$ cat src/rtl/lsu_pkg.sv
// Shared funct3 width codes, FSM state encoding and request legality helpers for the LSU.
// Purely declarative: no logic, no latency, no flow control.
// Defines no flow control of its own; used by dmem_lsu and lsu_align.
package lsu_pkg;

  localparam logic [2:0] F3_B  = 3'b000;
  localparam logic [2:0] F3_H  = 3'b001;
  localparam logic [2:0] F3_W  = 3'b010;
  localparam logic [2:0] F3_BU = 3'b100;
  localparam logic [2:0] F3_HU = 3'b101;

  typedef enum logic [1:0] {
    ST_IDLE   = 2'd0,
    ST_ACCESS = 2'd1,
    ST_WRITE  = 2'd2,
    ST_RESP   = 2'd3
  } lsu_state_e;

  function automatic logic f3_illegal(input logic we, input logic [2:0] f3);
    if (we)
      return !(f3 == F3_B || f3 == F3_H || f3 == F3_W);
    return !(f3 == F3_B || f3 == F3_H || f3 == F3_W || f3 == F3_BU || f3 == F3_HU);
  endfunction

  // Store codes SH/SW share the H/W encodings, so one check covers loads and stores.
  function automatic logic misaligned(input logic [2:0] f3, input logic [1:0] addr_lo);
    case (f3)
      F3_H, F3_HU: return addr_lo[0];
      F3_W:        return addr_lo != 2'b00;
      default:     return 1'b0;
    endcase
  endfunction

endpackage

$ cat src/rtl/lsu_align.sv
// Combinational lane logic: load byte/half extraction with sign/zero extension, store lane merge.
// Latency: zero (pure combinational).
// No flow control; the caller decides when its outputs are consumed.
module lsu_align
  import lsu_pkg::*;
(
  input  logic [2:0]  i_funct3,
  input  logic [1:0]  i_addr_lo,
  input  logic [31:0] i_rd_word,
  input  logic [31:0] i_wdata,
  output logic [31:0] o_ld_data,
  output logic [31:0] o_st_word
);

  logic [7:0]  w_byte;
  logic [15:0] w_half;

  always_comb begin
    w_byte = i_rd_word[7:0];
    case (i_addr_lo)
      2'd1:    w_byte = i_rd_word[15:8];
      2'd2:    w_byte = i_rd_word[23:16];
      2'd3:    w_byte = i_rd_word[31:24];
      default: w_byte = i_rd_word[7:0];
    endcase
    // Halfword lane is picked by addr[1] alone; addr[0] is either trapped or ignored upstream.
    w_half = i_addr_lo[1] ? i_rd_word[31:16] : i_rd_word[15:0];

    o_ld_data = '0;
    case (i_funct3)
      F3_B:    o_ld_data = {{24{w_byte[7]}}, w_byte};
      F3_H:    o_ld_data = {{16{w_half[15]}}, w_half};
      F3_W:    o_ld_data = i_rd_word;
      F3_BU:   o_ld_data = {24'd0, w_byte};
      F3_HU:   o_ld_data = {16'd0, w_half};
      default: o_ld_data = '0;
    endcase

    o_st_word = i_rd_word;
    case (i_funct3)
      F3_B: begin
        case (i_addr_lo)
          2'd1:    o_st_word[15:8]  = i_wdata[7:0];
          2'd2:    o_st_word[23:16] = i_wdata[7:0];
          2'd3:    o_st_word[31:24] = i_wdata[7:0];
          default: o_st_word[7:0]   = i_wdata[7:0];
        endcase
      end
      F3_H: begin
        if (i_addr_lo[1]) o_st_word[31:16] = i_wdata[15:0];
        else              o_st_word[15:0]  = i_wdata[15:0];
      end
      F3_W:    o_st_word = i_wdata;
      default: o_st_word = i_rd_word;
    endcase
  end

endmodule

$ cat src/rtl/dmem_lsu.sv
// RV32I load/store unit with read-modify-write sub-word stores; LSU_MISALIGN_CHECK_EN traps misaligned H/W.
// Latency from accept: error response 1 cycle, load 2, store 3.
// Backpressure: req_ready_o high only in IDLE, one request in flight; responses cannot be stalled.
module dmem_lsu
  import lsu_pkg::*;
(
  input  logic        clk_i,
  input  logic        rst_i,
  input  logic        req_valid_i,
  output logic        req_ready_o,
  input  logic        req_we_i,
  input  logic [2:0]  req_funct3_i,
  input  logic [31:0] req_addr_i,
  input  logic [31:0] req_wdata_i,
  output logic        rsp_valid_o,
  output logic [31:0] rsp_rdata_o,
  output logic        rsp_err_o,
  output logic        mem_st_en_o,
  output logic [10:0] mem_addr_o,
  output logic [31:0] mem_st_data_o,
  input  logic [31:0] mem_ld_data_i
);

  lsu_state_e  r_state;
  lsu_state_e  w_state_nxt;
  logic        r_we;
  logic [2:0]  r_funct3;
  logic [10:0] r_addr;
  logic [31:0] r_wdata;
  logic [31:0] r_rdata;
  logic        r_err;

  logic        w_misalign;
  logic        w_req_err;
  logic [31:0] w_ld_data;
  logic [31:0] w_st_word;
  logic        w_unused_addr;

  assign w_unused_addr = |req_addr_i[31:11];

`ifdef LSU_MISALIGN_CHECK_EN
  assign w_misalign = misaligned(req_funct3_i, req_addr_i[1:0]);
`else
  assign w_misalign = 1'b0;
`endif

  assign w_req_err  = f3_illegal(req_we_i, req_funct3_i) | w_misalign;
  assign mem_addr_o = {r_addr[10:2], 2'b00};

  lsu_align u_align (
    .i_funct3  (r_funct3),
    .i_addr_lo (r_addr[1:0]),
    .i_rd_word (r_rdata),
    .i_wdata   (r_wdata),
    .o_ld_data (w_ld_data),
    .o_st_word (w_st_word)
  );

  always_ff @(posedge clk_i) begin
    if (rst_i) begin
      r_state  <= ST_IDLE;
      r_we     <= 1'b0;
      r_funct3 <= '0;
      r_addr   <= '0;
      r_wdata  <= '0;
      r_rdata  <= '0;
      r_err    <= 1'b0;
    end else begin
      r_state <= w_state_nxt;
      if (r_state == ST_IDLE && req_valid_i) begin
        r_we     <= req_we_i;
        r_funct3 <= req_funct3_i;
        r_addr   <= req_addr_i[10:0];
        r_wdata  <= req_wdata_i;
        r_err    <= w_req_err;
      end
      if (r_state == ST_ACCESS)
        r_rdata <= mem_ld_data_i;
    end
  end

  // req_valid_i is used directly in IDLE instead of valid&ready to keep ready out of its own cone.
  always_comb begin
    w_state_nxt   = r_state;
    req_ready_o   = 1'b0;
    rsp_valid_o   = 1'b0;
    rsp_rdata_o   = '0;
    rsp_err_o     = 1'b0;
    mem_st_en_o   = 1'b0;
    mem_st_data_o = '0;
    case (r_state)
      ST_IDLE: begin
        req_ready_o = 1'b1;
        if (req_valid_i)
          w_state_nxt = w_req_err ? ST_RESP : ST_ACCESS;
      end
      ST_ACCESS: w_state_nxt = r_we ? ST_WRITE : ST_RESP;
      ST_WRITE: begin
        mem_st_en_o   = ~rst_i;
        mem_st_data_o = w_st_word;
        w_state_nxt   = ST_RESP;
      end
      ST_RESP: begin
        rsp_valid_o = 1'b1;
        rsp_err_o   = r_err;
        rsp_rdata_o = (r_we || r_err) ? 32'd0 : w_ld_data;
        w_state_nxt = ST_IDLE;
      end
      default: w_state_nxt = ST_IDLE;
    endcase
  end

endmodule

$ cat config.mk
export PLATFORM = sky130hd
export DESIGN_NAME = dmem_lsu
export DESIGN_NICKNAME = d
export VERILOG_FILES = /design/src/rtl/lsu_pkg.sv /design/src/rtl/lsu_align.sv /design/src/rtl/dmem_lsu.sv
export SDC_FILE = /design/constraint.sdc
export NUM_CORES = 1
export LEC_CHECK = 0
export ABC_AREA = 1
export CORE_MARGIN = 2
export CORE_UTILIZATION = 25
export CTS_CLUSTER_SIZE = 24
export DETAILED_ROUTE_END_ITERATION = 8
export PLACE_DENSITY = 0.59
export SLEW_MARGIN = 40
export SYNTH_ARGS = -nofsm -noshare
export SYNTH_HDL_FRONTEND = slang
export SYNTH_SLANG_ARGS = --single-unit
$ cat constraint.sdc
create_clock -name clk_i -period 2.2 [get_ports clk_i]
set_clock_uncertainty 0.05 [all_clocks]
set_input_delay 0.33 -clock clk_i [delete_from_list [all_inputs] [get_ports clk_i]]
set_output_delay 0.33 -clock clk_i [all_outputs]
set_load 0.05 [all_outputs]
==> results of run 1 <==
-- sequential cells by signal, summed over array words and instances (netlist names) --
signal / cells
r_rdata: 32
r_state: 2
r_addr: 11
r_wdata: 32
r_we: 1
r_funct3: 3
r_err: 1
-- power by group through the flow --
stage / clock network (mW) / logic [mW] / registers (mW)
finish: 1.43 / 6.06 / 2.23
global route: 1.51 / 6.54 / 2.27
CTS: 1.45 / 5.79 / 2.21
detailed placement: 0 / 5.25 / 2.21
global placement: 0 / 5.23 / 2.21
floorplan: 0 / 3.59 / 2.11
-- final cells by class --
type                            instances  area (um^2)  area share
Clock inverter                          5        30.03    0.003339
Multi-Input combinational cell        686         3837      0.4267
Clock buffer                           11        242.7     0.02699
Tap cell                              280        350.3     0.03896
Inverter                               92        350.3     0.03896
Sequential cell                        82         1667      0.1853
Timing Repair Buffer                  210         2515      0.2797
-- worst register-to-register path, cell delays in order (launching register included) --
cell and delay (ps):
sky130_fd_sc_hd__dfxtp_2 360, sky130_fd_sc_hd__inv_1 90, sky130_fd_sc_hd__ha_1 290, sky130_fd_sc_hd__inv_1 430, sky130_fd_sc_hd__nor2_1 100, sky130_fd_sc_hd__a211oi_1 390
-- logic make-up after synthesis --
| group | count (synthesis) | share of synthesized area |
|---|---|---|
| and+or+nand+nor | 516 | 0.3789 |
| other | 1 | 0.0006789 |
| buffers and inverters | 166 | 0.1273 |
| AOI/OAI and AO/OA | 164 | 0.1869 |
| DFF | 82 | 0.2972 |
| adders and majority gates | 4 | 0.009060 |
-- layout by cell type, fill, tap and decap left out, drive strengths merged --
cell | netlist | final
o211ai | 11 | 11
a21o | 1 | 1
nand4 | 10 | 10
a211oi | 60 | 60
o21ai | 22 | 22
clkinv | 1 | 3
buf | 41 | 120
dfxtp | 82 | 82
nand2 | 210 | 210
a21oi | 63 | 63
nor2 | 221 | 221
nor3 | 6 | 6
o22ai | 1 | 1
clkbuf | 33 | 12
clkinvlp | 0 | 2
or2 | 1 | 1
nand3 | 68 | 68
o21a | 6 | 6
conb | 1 | 2
inv | 91 | 92
ha | 4 | 4
clkdlybuf4s50 | 0 | 89
-- per-layer routing --
layer	routed length [um]	part of all wire
met2	10120	0.45
met5	0	0
met1	10730	0.47
met3	1500	0.066
met4	357	0.016
-- stage by stage --
| step | utilization | hold WS (ps) | instance area, um^2 | power, mW |
|---|---|---|---|---|
| 3_3_place_gp | 0.3644 | 402.3 | 7929 | 7.440 |
| 4_1_cts | 0.4013 | 347.4 | 8730 | 9.451 |
| 5_1_grt | 0.4133 | 391.4 | 8992 | 10.32 |
| 3_5_place_dp | 0.3644 | 404.5 | 7929 | 7.460 |
| 6_report | 0.4133 | 350.8 | 8992 | 9.718 |
| 2_1_floorplan | - | 389.9 | 5826 | 5.700 |
-- synthesized netlist by cell type --
library cell,instances
sky130_fd_sc_hd__buf_4,14
sky130_fd_sc_hd__nand2_1,209
sky130_fd_sc_hd__inv_1,86
sky130_fd_sc_hd__nand2_2,1
sky130_fd_sc_hd__nor2_1,218
sky130_fd_sc_hd__nor2_2,1
sky130_fd_sc_hd__nand4_1,10
sky130_fd_sc_hd__nand3_1,68
sky130_fd_sc_hd__a21oi_4,1
sky130_fd_sc_hd__o22ai_1,1
sky130_fd_sc_hd__a21oi_1,61
sky130_fd_sc_hd__o211ai_1,11
sky130_fd_sc_hd__or2_2,1
sky130_fd_sc_hd__clkinv_1,1
sky130_fd_sc_hd__inv_2,5
sky130_fd_sc_hd__a211oi_1,60
sky130_fd_sc_hd__o21a_1,6
sky130_fd_sc_hd__clkbuf_1,33
sky130_fd_sc_hd__conb_1,1
sky130_fd_sc_hd__ha_1,4
sky130_fd_sc_hd__nor3_2,1
sky130_fd_sc_hd__buf_1,5
sky130_fd_sc_hd__a21o_1,1
sky130_fd_sc_hd__a21oi_2,1
sky130_fd_sc_hd__dfxtp_1,82
sky130_fd_sc_hd__buf_2,22
sky130_fd_sc_hd__nor3_1,4
sky130_fd_sc_hd__nor3_4,1
sky130_fd_sc_hd__o21ai_0,22
sky130_fd_sc_hd__nor2_4,2
-- timing repair --
item                                    in CTS  in global routing
gates resized for setup                    111                 82
pin swaps                                   12                 24
hold endpoints to repair                     0                  0
cloned                                       3                  1
endpoints found under the setup margin      64                 62
setup buffers                               10                  6
-- worst max-delay path by stage --
stage                                         from                end  cells past startpoint
after floorplan            r_state[0]$_SDFFE_PP0P_    rsp_rdata_o[22]                      6
after global placement      r_addr[1]$_SDFFE_PP0P_  mem_st_data_o[24]                      9
after detailed placement    r_addr[1]$_SDFFE_PP0P_  mem_st_data_o[24]                      9
after CTS                 r_funct3[0]$_SDFFE_PP0P_   mem_st_data_o[9]                      9
after global routing        r_addr[1]$_SDFFE_PP0P_    rsp_rdata_o[20]                      9
final                       r_addr[1]$_SDFFE_PP0P_    rsp_rdata_o[20]                      9
==> results.md, run 1 <==
STA
- 430.9 MHz — Max Clock Freq
- 0 — max-slew violation total from the final report
- -121.0 ps — post-layout worst setup margin
- 40 — final setup fails
- 2321 ps — Tmin final
- 1.055 — final worst path period share
- yes — unrepaired setup endpoints after global routing
- 0.6528 — normalized max-slew margin
- 0 — number of failing hold endpoints at the final stage
- 519.2 ps — worst slew pin tran
- -2479 ps — Setup TNS Final

Floorplanning
- 0.02330 mm^2 — die area
- 182 — Ports
- 54 — Cell Rows
- 152.6 um — Vert. Die Dim
- 0.2539 — starting density of the core
- 0.02176 mm^2 — area of the placeable core
- 152.6 um — horizontal extent of the die

GRT
- 34690 um — first-pass GRT wire length
- met2 — most used routing layer
- 0.2648 — grt met1 use
- 0.1876 — overall fraction of global-route tracks in use
- 6097 — number of global-route vias before repair
- 0.2919 — met2 layer usage reported by global route
- 0 — initial antenna violation count
- 0.03129 — met3 track utilization from global routing
- 0 — GR Overflow Total
- 84 — pin count of the biggest net entering global routing

Setup path
- 12 — highest fanout seen on the critical path
- flip-flop to output pin — worst setup path category
- buffers and inverters — gate family responsible for the most delay along the worst path
- 4 — worst path buffer plus inverter count
- buf_8 > nand2_4 > o21ai_2 > nand2_1 > nand4_1 > buf_4 > buf_12 > a21oi_4 > buf_6 — list of cells traversed by the critical path
- r_state[1]$_SDFFE_PP0P_ — startpoint of the worst register-to-register path
- 5 — reg2reg path depth
- 1940 ps — worst path arrival time
- output pin — kind of capture point of the worst setup path
- flip-flop — Worst setup SP type
- 370 ps — Worst path max stage delay
- 1820 ps — Required @ worst endpoint
- 350 ps — slack of the worst reg-to-reg path
- sky130_fd_sc_hd__dfxtp_4 — cell with the largest stage delay on the worst path
- r_rdata[17]$_SDFFE_PP0N_ — reg2reg end

Pwr
- 0.623 — power share of the combinational group
- 4.833 mW — switching power summed over all nets
- 0.4614 mV — Max VDD drop
- 0.229 — share of total power in sequential cells
- 4.885 mW — Internal
- 0.4973 — net switching share of the total power
- 3.572 nW — Leakage Power
- 0.147 — clock network fraction of total power
- 1081 mW/mm^2 — power per cell area

Final layout
- 0 — number of inserted diodes
- 62.79% — P&R area growth vs syn
- 1366 — Finished Layout Cells
- 1188 — # nets final
- 0.2532 — fraction of layout cells with a size suffix above 1
- 2236 — count of filler cells inserted in the layout

Placement
- 158 — port bufs
- 16610 um — dpl hpwl
- 98.93 ps — pre-CTS setup slack
- 0.9236 — weighted congestion reported at the end of routability-driven placement
- 1333 — Cells after DPL

Hold path
- r_addr[7]$_SDFFE_PP0P_ — worst min-delay path endpoint
- primary input to flip-flop — worst hold-check path type
- rst_i — min-delay src
- 2 — Hold Path Depth

Synth
- 30 — number of distinct standard cells referenced by the synthesized netlist
- sky130_fd_sc_hd__dfxtp_1 — cell accounting for the most synthesized area
- 933 — Post-Synthesis Cells
- sky130_fd_sc_hd__dfxtp_1 30%, sky130_fd_sc_hd__nor2_1 15%, sky130_fd_sc_hd__nand2_1 14% — top cells by area, synth
- 0.005524 mm^2 — netlist area before placement
- 82 — total of flip-flops plus latches after synthesis
- 0.2972 — Seq/Total Area, Yosys
- 5.921 um^2 — post-synthesis average cell area
- 0.2972 — share of the synthesized area in the top cell type
- 0 — number of warnings printed during yosys synthesis

Drt
- 6 — drt pass-1 iters
- 0 — DRC violation count after routing
- 641 — count of routing violations after the opening detailed-route iteration
- 16.62 um — routed length per placed instance
- 0 — antenna violation net count after detailed routing
- 6559 — Vias
- 22710 um — Post-Route WL
- 4.802 — DR vias/cell

Job
- 0 — Max Cap Violations

CTS
- 2 — number of buffers on the longest clock path
- yes — TritonCTS clock tree
- 0 — hold_buf cts
- 350 ps — clock insertion delay at the later pin of the skew report
- 82 — Sinks on Clock Net
- sky130_fd_sc_hd__clkbuf_16 — master cell of the clock root buffer
- 3 — H-tree depth reported by CTS
- 70 ps — clock-pin transition on the worst setup and hold timing paths
- 9 — TritonCTS Buffers

Run status
- setup timing — violations in the final reports
- finished with violations — status

(Power assumes the default switching activity.)
==> run 2, diff against run 1 <==
CTS_BUF_LIST = sky130_fd_sc_hd__clkbuf_8   (was not set)
==> run 2 against run 1 <==
The run still ends with setup timing left. Die area unchanged. Hold slack worse by 16 ps. Critical path depth unchanged. Routed wire length up 2.5%. Non-clock buffer count up 9. Via count up 1.8%. Flip-flop and latch count unchanged. Combinational power up 6.8%. Cell area up 2.7%. Critical path type unchanged. Largest power group unchanged.
==> results.md, run 2 (same netlist as run 1, synthesis figures left out) <==
Run status
- finished with violations — status
- setup timing — violations in the final reports

Floorplanning
- 54 — Cell Rows, unchanged
- 0.02330 mm^2 — die area, unchanged
- 152.6 um — horizontal extent of the die, unchanged
- 152.6 um — Vert. Die Dim, unchanged
- 0.2539 — starting density of the core, unchanged
- 0.02176 mm^2 — area of the placeable core, unchanged
- 182 — Ports, unchanged

Drt
- 0 — DRC violation count after routing, unchanged
- 16.92 um — routed length per placed instance, +1.8%
- 623 — count of routing violations after the opening detailed-route iteration, -2.8%
- 23260 um — Post-Route WL, +2.5%
- 6678 — Vias, +1.8%
- 4.857 — DR vias/cell, +1.1%
- 6 — drt pass-1 iters, unchanged
- 0 — antenna violation net count after detailed routing, unchanged

Placement
- 0.9236 — weighted congestion reported at the end of routability-driven placement, unchanged
- 158 — port bufs, unchanged
- 1333 — Cells after DPL, unchanged
- 16610 um — dpl hpwl, unchanged

Job
- 0 — Max Cap Violations, unchanged

Hold path
- primary input to flip-flop — worst hold-check path type

CTS
- 9 — TritonCTS Buffers, unchanged
- 82 — Sinks on Clock Net, unchanged
- 370 ps — clock insertion delay at the later pin of the skew report, +20 ps
- 3 — H-tree depth reported by CTS, unchanged
- 2 — number of buffers on the longest clock path, unchanged
- sky130_fd_sc_hd__clkbuf_8 — master cell of the clock root buffer
- yes — TritonCTS clock tree
- 90 ps — clock-pin transition on the worst setup and hold timing paths, +20 ps

Final layout
- 1375 — Finished Layout Cells, +0.66%
- 0 — number of inserted diodes, unchanged
- 184 x sky130_fd_sc_hd__nand2_1, 168 x sky130_fd_sc_hd__nor2_1, 89 x sky130_fd_sc_hd__clkdlybuf4s50_1 — commonest cells after routing, fill and taps aside
- 1197 — # nets final, +0.76%
- r_rdata (32), r_wdata (32), r_addr (11) — registers with the most flip-flops
- 0.2904 — fraction of layout cells with a size suffix above 1, +0.03719
- 67.23% — P&R area growth vs syn
- sky130_fd_sc_hd__nand2_1 — leading cell type in the layout, fill and taps excluded
- 2211 — count of filler cells inserted in the layout, -1.1%

Pwr
- 0.666 — power share of the combinational group, +0.043
- 0.105 — clock network fraction of total power, -0.042
- 0.3634 mV — Max VDD drop, -21%
- 0.5122 — net switching share of the total power, +0.01486
- 3.658 nW — Leakage Power, +2.4%
- 4.739 mW — Internal, -3.0%
- 4.976 mW — switching power summed over all nets, +2.9%
- 0.229 — share of total power in sequential cells, about the same
- 1052 mW/mm^2 — power per cell area, -2.7%
- 9.715 mW — overall power, about the same

Setup path
- 6 — highest fanout seen on the critical path, -6
- r_addr[1]$_SDFFE_PP0P_ — crit path from
- 360 ps — slack of the worst reg-to-reg path, about the same
- output pin — kind of capture point of the worst setup path
- flip-flop — Worst setup SP type
- r_state[1]$_SDFFE_PP0P_ — startpoint of the worst register-to-register path
- 1950 ps — worst path arrival time, about the same
- r_rdata[29]$_SDFFE_PP0N_ — reg2reg end
- 1820 ps — Required @ worst endpoint, about the same
- flip-flop to output pin — worst setup path category
- rsp_rdata_o[17] — end point of the critical path
- 6 — reg2reg path depth, +1

STA
- 1.059 — final worst path period share, +0.003955
- 0 — number of failing hold endpoints at the final stage, unchanged
- 429.2 MHz — Max Clock Freq, -0.37%
- 2330 ps — Tmin final, +8.700 ps
- 0.6444 — normalized max-slew margin, -0.008428
- yes — unrepaired setup endpoints after global routing
- 53 — final setup fails, +33%
- -129.7 ps — post-layout worst setup margin, -8.700 ps
- 532.8 ps — worst slew pin tran, +13.68 ps
- 0 — max-slew violation total from the final report, unchanged

GRT
- 0.1875 — overall fraction of global-route tracks in use, about the same
- 34780 um — first-pass GRT wire length, +0.28%
- 6195 — number of global-route vias before repair, +1.6%
- 0 — GR Overflow Total, unchanged
- 84 — pin count of the biggest net entering global routing, unchanged
- 0 — initial antenna violation count, unchanged

-- run 2: cell type report --
cell class,count,area [um^2],area share
Multi-Input combinational cell,686,3993,0.4322
Timing Repair Buffer,219,2703,0.2926
Sequential cell,82,1668,0.1805
Inverter,92,352.8,0.03820
Tap cell,280,350.3,0.03792
Clock buffer,10,137.6,0.01490
Clock inverter,6,33.78,0.003657
-- run 2: critical path, stage by stage, from the launching register on --
cell                      delay (ps)
sky130_fd_sc_hd__dfxtp_4         380
sky130_fd_sc_hd__buf_8           140
sky130_fd_sc_hd__nand2_4          70
sky130_fd_sc_hd__o21ai_2          60
sky130_fd_sc_hd__nand2_1         100
sky130_fd_sc_hd__nand4_1         180
sky130_fd_sc_hd__buf_6           190
sky130_fd_sc_hd__buf_16          150
sky130_fd_sc_hd__a21oi_4         120
sky130_fd_sc_hd__buf_6           170
-- run 2: how the worst min path moves through the flow --
| stage | start | endpoint | slack [ps] | depth (start not counted) |
|---|---|---|---|---|
| 3_5_place_dp | r_addr[4]$_SDFFE_PP0P_ | r_addr[4]$_SDFFE_PP0P_ | 400 | 2 |
| 2_1_floorplan | r_wdata[16]$_SDFFE_PP0P_ | r_wdata[16]$_SDFFE_PP0P_ | 390 | 2 |
| 6_report | rst_i | r_addr[7]$_SDFFE_PP0P_ | 330 | 2 |
| 5_1_grt | rst_i | r_addr[2]$_SDFFE_PP0P_ | 360 | 2 |
| 3_3_place_gp | r_addr[6]$_SDFFE_PP0P_ | r_addr[6]$_SDFFE_PP0P_ | 400 | 2 |
| 4_1_cts | rst_i | r_addr[8]$_SDFFE_PP0P_ | 320 | 2 |
-- run 2: timing repair --
item | 4_1_cts | 5_1_grt
setup endpoints to repair | 65 | 64
buffers inserted | 13 | 7
hold buffers | 0 | 0
cloned | 4 | 5
resized for setup | 138 | 105
pin swaps | 20 | 46
-- run 2: through the flow --
| step | utilization | setup slack [ps] | TNS (ps) | instance area, um^2 | hold slack (ps) |
|---|---|---|---|---|---|
| 4_1_cts | 0.4037 | -105.3 | -2936 | 8783 | 316.7 |
| 3_3_place_gp | 0.3644 | 108.9 | 0 | 7929 | 402.3 |
| 6_report | 0.4246 | -129.7 | -3989 | 9238 | 334.3 |
| 3_5_place_dp | 0.3644 | 98.93 | 0 | 7929 | 404.5 |
| 5_1_grt | 0.4246 | -199.4 | -8018 | 9238 | 362.9 |
| 2_1_floorplan | - | -11.82 | -216.2 | 5826 | 389.9 |
-- run 2: routing by layer --
layer,global-route usage,up-vias,wire length [um]
met3,0.03925,42,1553
met4,0.06173,0,632
met2,0.2885,288,10320
met1,0.2611,3040,10760
li1,-,3308,-
met5,0,-,0
-- run 2: power groups by stage --
| stage | Combinational, mW | Sequential [mW] | Clock (mW) |
|---|---|---|---|
| 2_1_floorplan | 3.59 | 2.11 | 0 |
| 3_3_place_gp | 5.23 | 2.21 | 0 |
| 3_5_place_dp | 5.25 | 2.21 | 0 |
| 4_1_cts | 5.94 | 2.21 | 1.04 |
| 5_1_grt | 6.94 | 2.27 | 1.10 |
| 6_report | 6.47 | 2.22 | 1.02 |
==> run 3, diff against run 2 <==
CORE_UTILIZATION = 45   (was 25)
PLACE_DENSITY = 0.89   (was 0.59)
SLEW_MARGIN = not set   (was 40)
clock period = 2.6 ns   (was 2.2 ns; I/O delays follow)
==> run 3 against run 2 <==
Power shrank 29%. Register-to-register slack improved by 260 ps. Clock power shrank 11%. Utilization is 21 points higher. The flow now finishes without violations. Sequential share of layout area up 3.7 points. Largest cell class unchanged. Setup slack better by 230 ps. Critical path depth decreased by 3. Non-clock buffer count shrank 38. Final cell count fell by 12%. Via count is 3.0% lower.
==> results.md, run 3 (same netlist as run 1, synthesis figures left out) <==
Final layout
- 0.1238 — fraction of layout cells with a size suffix above 1, -0.1666
- sky130_fd_sc_hd__nor2_1 — leading cell type in the layout, fill and taps excluded
- 1205 — Finished Layout Cells, -12%
- 1160 — # nets final, -3.1%
- 0.001652 mm^2 — Register Area, -0.98%
- 0.6306 — Final Core Density, +0.2060
- 216 x sky130_fd_sc_hd__nor2_1, 206 x sky130_fd_sc_hd__nand2_1, 92 x sky130_fd_sc_hd__clkdlybuf4s50_1 — commonest cells after routing, fill and taps aside
- r_rdata (32), r_wdata (32), r_addr (11) — registers with the most flip-flops
- 0.003212 mm^2 — area of combinational cells with multiple inputs, -20%
- 0 — number of inserted diodes, unchanged
- 37.12% — P&R area growth vs syn
- 1104 — count of filler cells inserted in the layout, -50%

Pwr
- 3.500 mW — switching power summed over all nets, -30%
- 0.131 — clock network fraction of total power, +0.026
- 3.228 nW — Leakage Power, -12%
- 6.935 mW — overall power, -29%
- 915.5 mW/mm^2 — power per cell area, -13%
- 3.435 mW — Internal, -28%
- 0.598 — power share of the combinational group, -0.068
- 0.271 — share of total power in sequential cells, +0.042
- 0.5047 — net switching share of the total power, -0.007518
- 0.4100 mV — Max VDD drop, +13%

Job
- 0 — Max Cap Violations, unchanged

STA
- yes — unrepaired setup endpoints after global routing
- 0 — final setup fails, -100%
- 0.9596 — final worst path period share
- 2495 ps — Tmin final
- 747.8 ps — worst slew pin tran, +215.0 ps
- 0 — max-slew violation total from the final report, unchanged
- 0 — number of failing hold endpoints at the final stage, unchanged
- 400.8 MHz — Max Clock Freq
- 0 ps — Setup TNS Final, +3989 ps
- 0.5009 — normalized max-slew margin, -0.1435

Placement
- 14060 um — dpl hpwl, -15%
- 0.9777 — weighted congestion reported at the end of routability-driven placement, +5.9%
- 158 — port bufs, unchanged
- 1187 — Cells after DPL, -11%

Drt
- 5.375 — DR vias/cell, +11%
- 0 — antenna violation net count after detailed routing, unchanged
- 682 — count of routing violations after the opening detailed-route iteration, +9.5%
- met4 — topmost layer with routed signal wires
- 6 — drt pass-1 iters, unchanged
- 19220 um — Post-Route WL, -17%
- 0 — DRC violation count after routing, unchanged
- 1809 um — routed wire length on met3, +16%
- 15.95 um — routed length per placed instance, -5.7%
- 8440 um — wl on met1, -22%
- 6477 — Vias, -3.0%
- 8545 um — detailed-routed wire length on met2, -17%

CTS
- 9 — TritonCTS Buffers, unchanged
- 2 — number of buffers on the longest clock path, unchanged
- sky130_fd_sc_hd__clkbuf_8 — master cell of the clock root buffer
- 370 ps — clock insertion delay at the later pin of the skew report, about the same
- 82 — Sinks on Clock Net, unchanged
- yes — TritonCTS clock tree
- 3 — H-tree depth reported by CTS, unchanged
- 80 ps — clock-pin transition on the worst setup and hold timing paths, about the same

Setup path
- output pin — kind of capture point of the worst setup path
- 2160 ps — Required @ worst endpoint, +340 ps
- 410 ps — Worst path max stage delay, +30 ps
- 2060 ps — worst path arrival time, +110 ps
- flip-flop — Worst setup SP type
- r_state[1]$_SDFFE_PP0P_ — startpoint of the worst register-to-register path
- flip-flop to output pin — worst setup path category
- ha_1 > inv_1 > nor3_4 > inv_4 > a21oi_1 > buf_4 — list of cells traversed by the critical path
- sky130_fd_sc_hd__dfxtp_1 — cell with the largest stage delay on the worst path
- r_rdata[29]$_SDFFE_PP0N_ — reg2reg end
- buffers and inverters — gate family responsible for the most delay along the worst path
- 26 — highest fanout seen on the critical path, +20
- 620 ps — slack of the worst reg-to-reg path, +260 ps
- 6 — reg2reg path depth, unchanged
- 3 — worst path buffer plus inverter count, -1

Floorplanning
- 0.4599 — starting density of the core, +0.2060
- 0.01201 mm^2 — area of the placeable core, -45%
- 40 — Cell Rows, -26%
- 114.8 um — Vert. Die Dim, -25%
- 114.8 um — horizontal extent of the die, -25%
- 182 — Ports, unchanged
- 0.01318 mm^2 — die area, -43%

Hold path
- flip-flop to flip-flop — worst hold-check path type
- r_wdata[20]$_SDFFE_PP0P_ — worst min-delay path endpoint
- r_wdata[20]$_SDFFE_PP0P_ — min-delay src
- 2 — Hold Path Depth, unchanged

GRT
- 0.2894 — overall fraction of global-route tracks in use, +0.1020
- 30250 um — first-pass GRT wire length, -13%
- 0 — GR Overflow Total, unchanged
- 0 — initial antenna violation count, unchanged
- 5897 — number of global-route vias before repair, -4.8%
- 83 — pin count of the biggest net entering global routing, -1.2%

Run status
- completed — status

-- run 3: cell count changes in the layout (fill, tap and decap cells not counted), moves of 8 or more --
cell and change:
sky130_fd_sc_hd__nor2_4 -15, sky130_fd_sc_hd__nor2_1 +48, sky130_fd_sc_hd__buf_4 +29, sky130_fd_sc_hd__o21ai_0 +11, sky130_fd_sc_hd__buf_6 -52, sky130_fd_sc_hd__a21oi_1 +32, sky130_fd_sc_hd__nand2_1 +22, sky130_fd_sc_hd__a21oi_4 -26
sky130_fd_sc_hd__inv_1 +8, sky130_fd_sc_hd__nand3_2 -22, sky130_fd_sc_hd__nand2_2 -17, sky130_fd_sc_hd__nand3_1 +26, sky130_fd_sc_hd__nor2_2 -33
-- run 3: worst max path at each step --
| stage | start | end | slack, ps | cells past startpoint |
|---|---|---|---|---|
| 3_5_place_dp | r_funct3[0]$_SDFFE_PP0P_ | mem_st_data_o[6] | 260 | 7 |
| 2_1_floorplan | r_state[0]$_SDFFE_PP0P_ | rsp_rdata_o[22] | -210 | 6 |
| 6_report | r_state[0]$_SDFFE_PP0P_ | rsp_rdata_o[22] | 100 | 6 |
| 4_1_cts | r_funct3[0]$_SDFFE_PP0P_ | mem_st_data_o[7] | 20 | 5 |
| 3_3_place_gp | r_funct3[0]$_SDFFE_PP0P_ | rsp_rdata_o[22] | 280 | 7 |
| 5_1_grt | r_state[0]$_SDFFE_PP0P_ | rsp_rdata_o[9] | -7 | 6 |
-- run 3: area by class of cell --
cell class / instances / area share
flip-flops and latches: 82 / 0.2180
well taps: 147 / 0.02428
repair buffers: 181 / 0.2623
multi-input cells: 687 / 0.4240
inverters: 92 / 0.04609
clock buffers: 12 / 0.02180
clock inverters: 4 / 0.003469
-- run 3: through the flow --
step / area (um^2) / hold slack (ps) / setup WS (ps)
global placement: 7325 / 401.7 / 281.9
CTS: 7526 / 419.1 / 20.12
detailed placement: 7325 / 407.5 / 256.1
floorplan: 5528 / 389.9 / -209.0
global route: 7575 / 447.7 / -7.473
finish: 7575 / 416.4 / 105.0
-- run 3: power groups by stage --
stage	sequential [mW]	clock, mW	combinational (mW)
6_report	1.88	0.910	4.14
5_1_grt	1.91	0.971	4.51
4_1_cts	1.86	0.918	4.06
3_5_place_dp	1.88	0	4.04
3_3_place_gp	1.87	0	3.98
2_1_floorplan	1.78	0	2.85
-- run 3: worst register-to-register path, stage by stage (launching register included) --
cell and delay, ps:
sky130_fd_sc_hd__dfxtp_1 370, sky130_fd_sc_hd__inv_1 100, sky130_fd_sc_hd__ha_1 280, sky130_fd_sc_hd__inv_1 580, sky130_fd_sc_hd__buf_12 250, sky130_fd_sc_hd__nor2_1 70, sky130_fd_sc_hd__a211oi_1 190
-- run 3: what timing repair did --
action,4_1_cts,5_1_grt
cloned,0,1
setup endpoints to repair,59,46
pin swaps,0,3
resized for setup,5,8
hold buffers,0,0
setup buffers,0,1
-- run 3: metal layers --
layer / vias to the layer above / track usage
met2: 331 / 0.4525
li1: 3225 / -
met5: - / 0
met3: 31 / 0.04006
met4: 0 / 0.09076
met1: 2890 / 0.4148
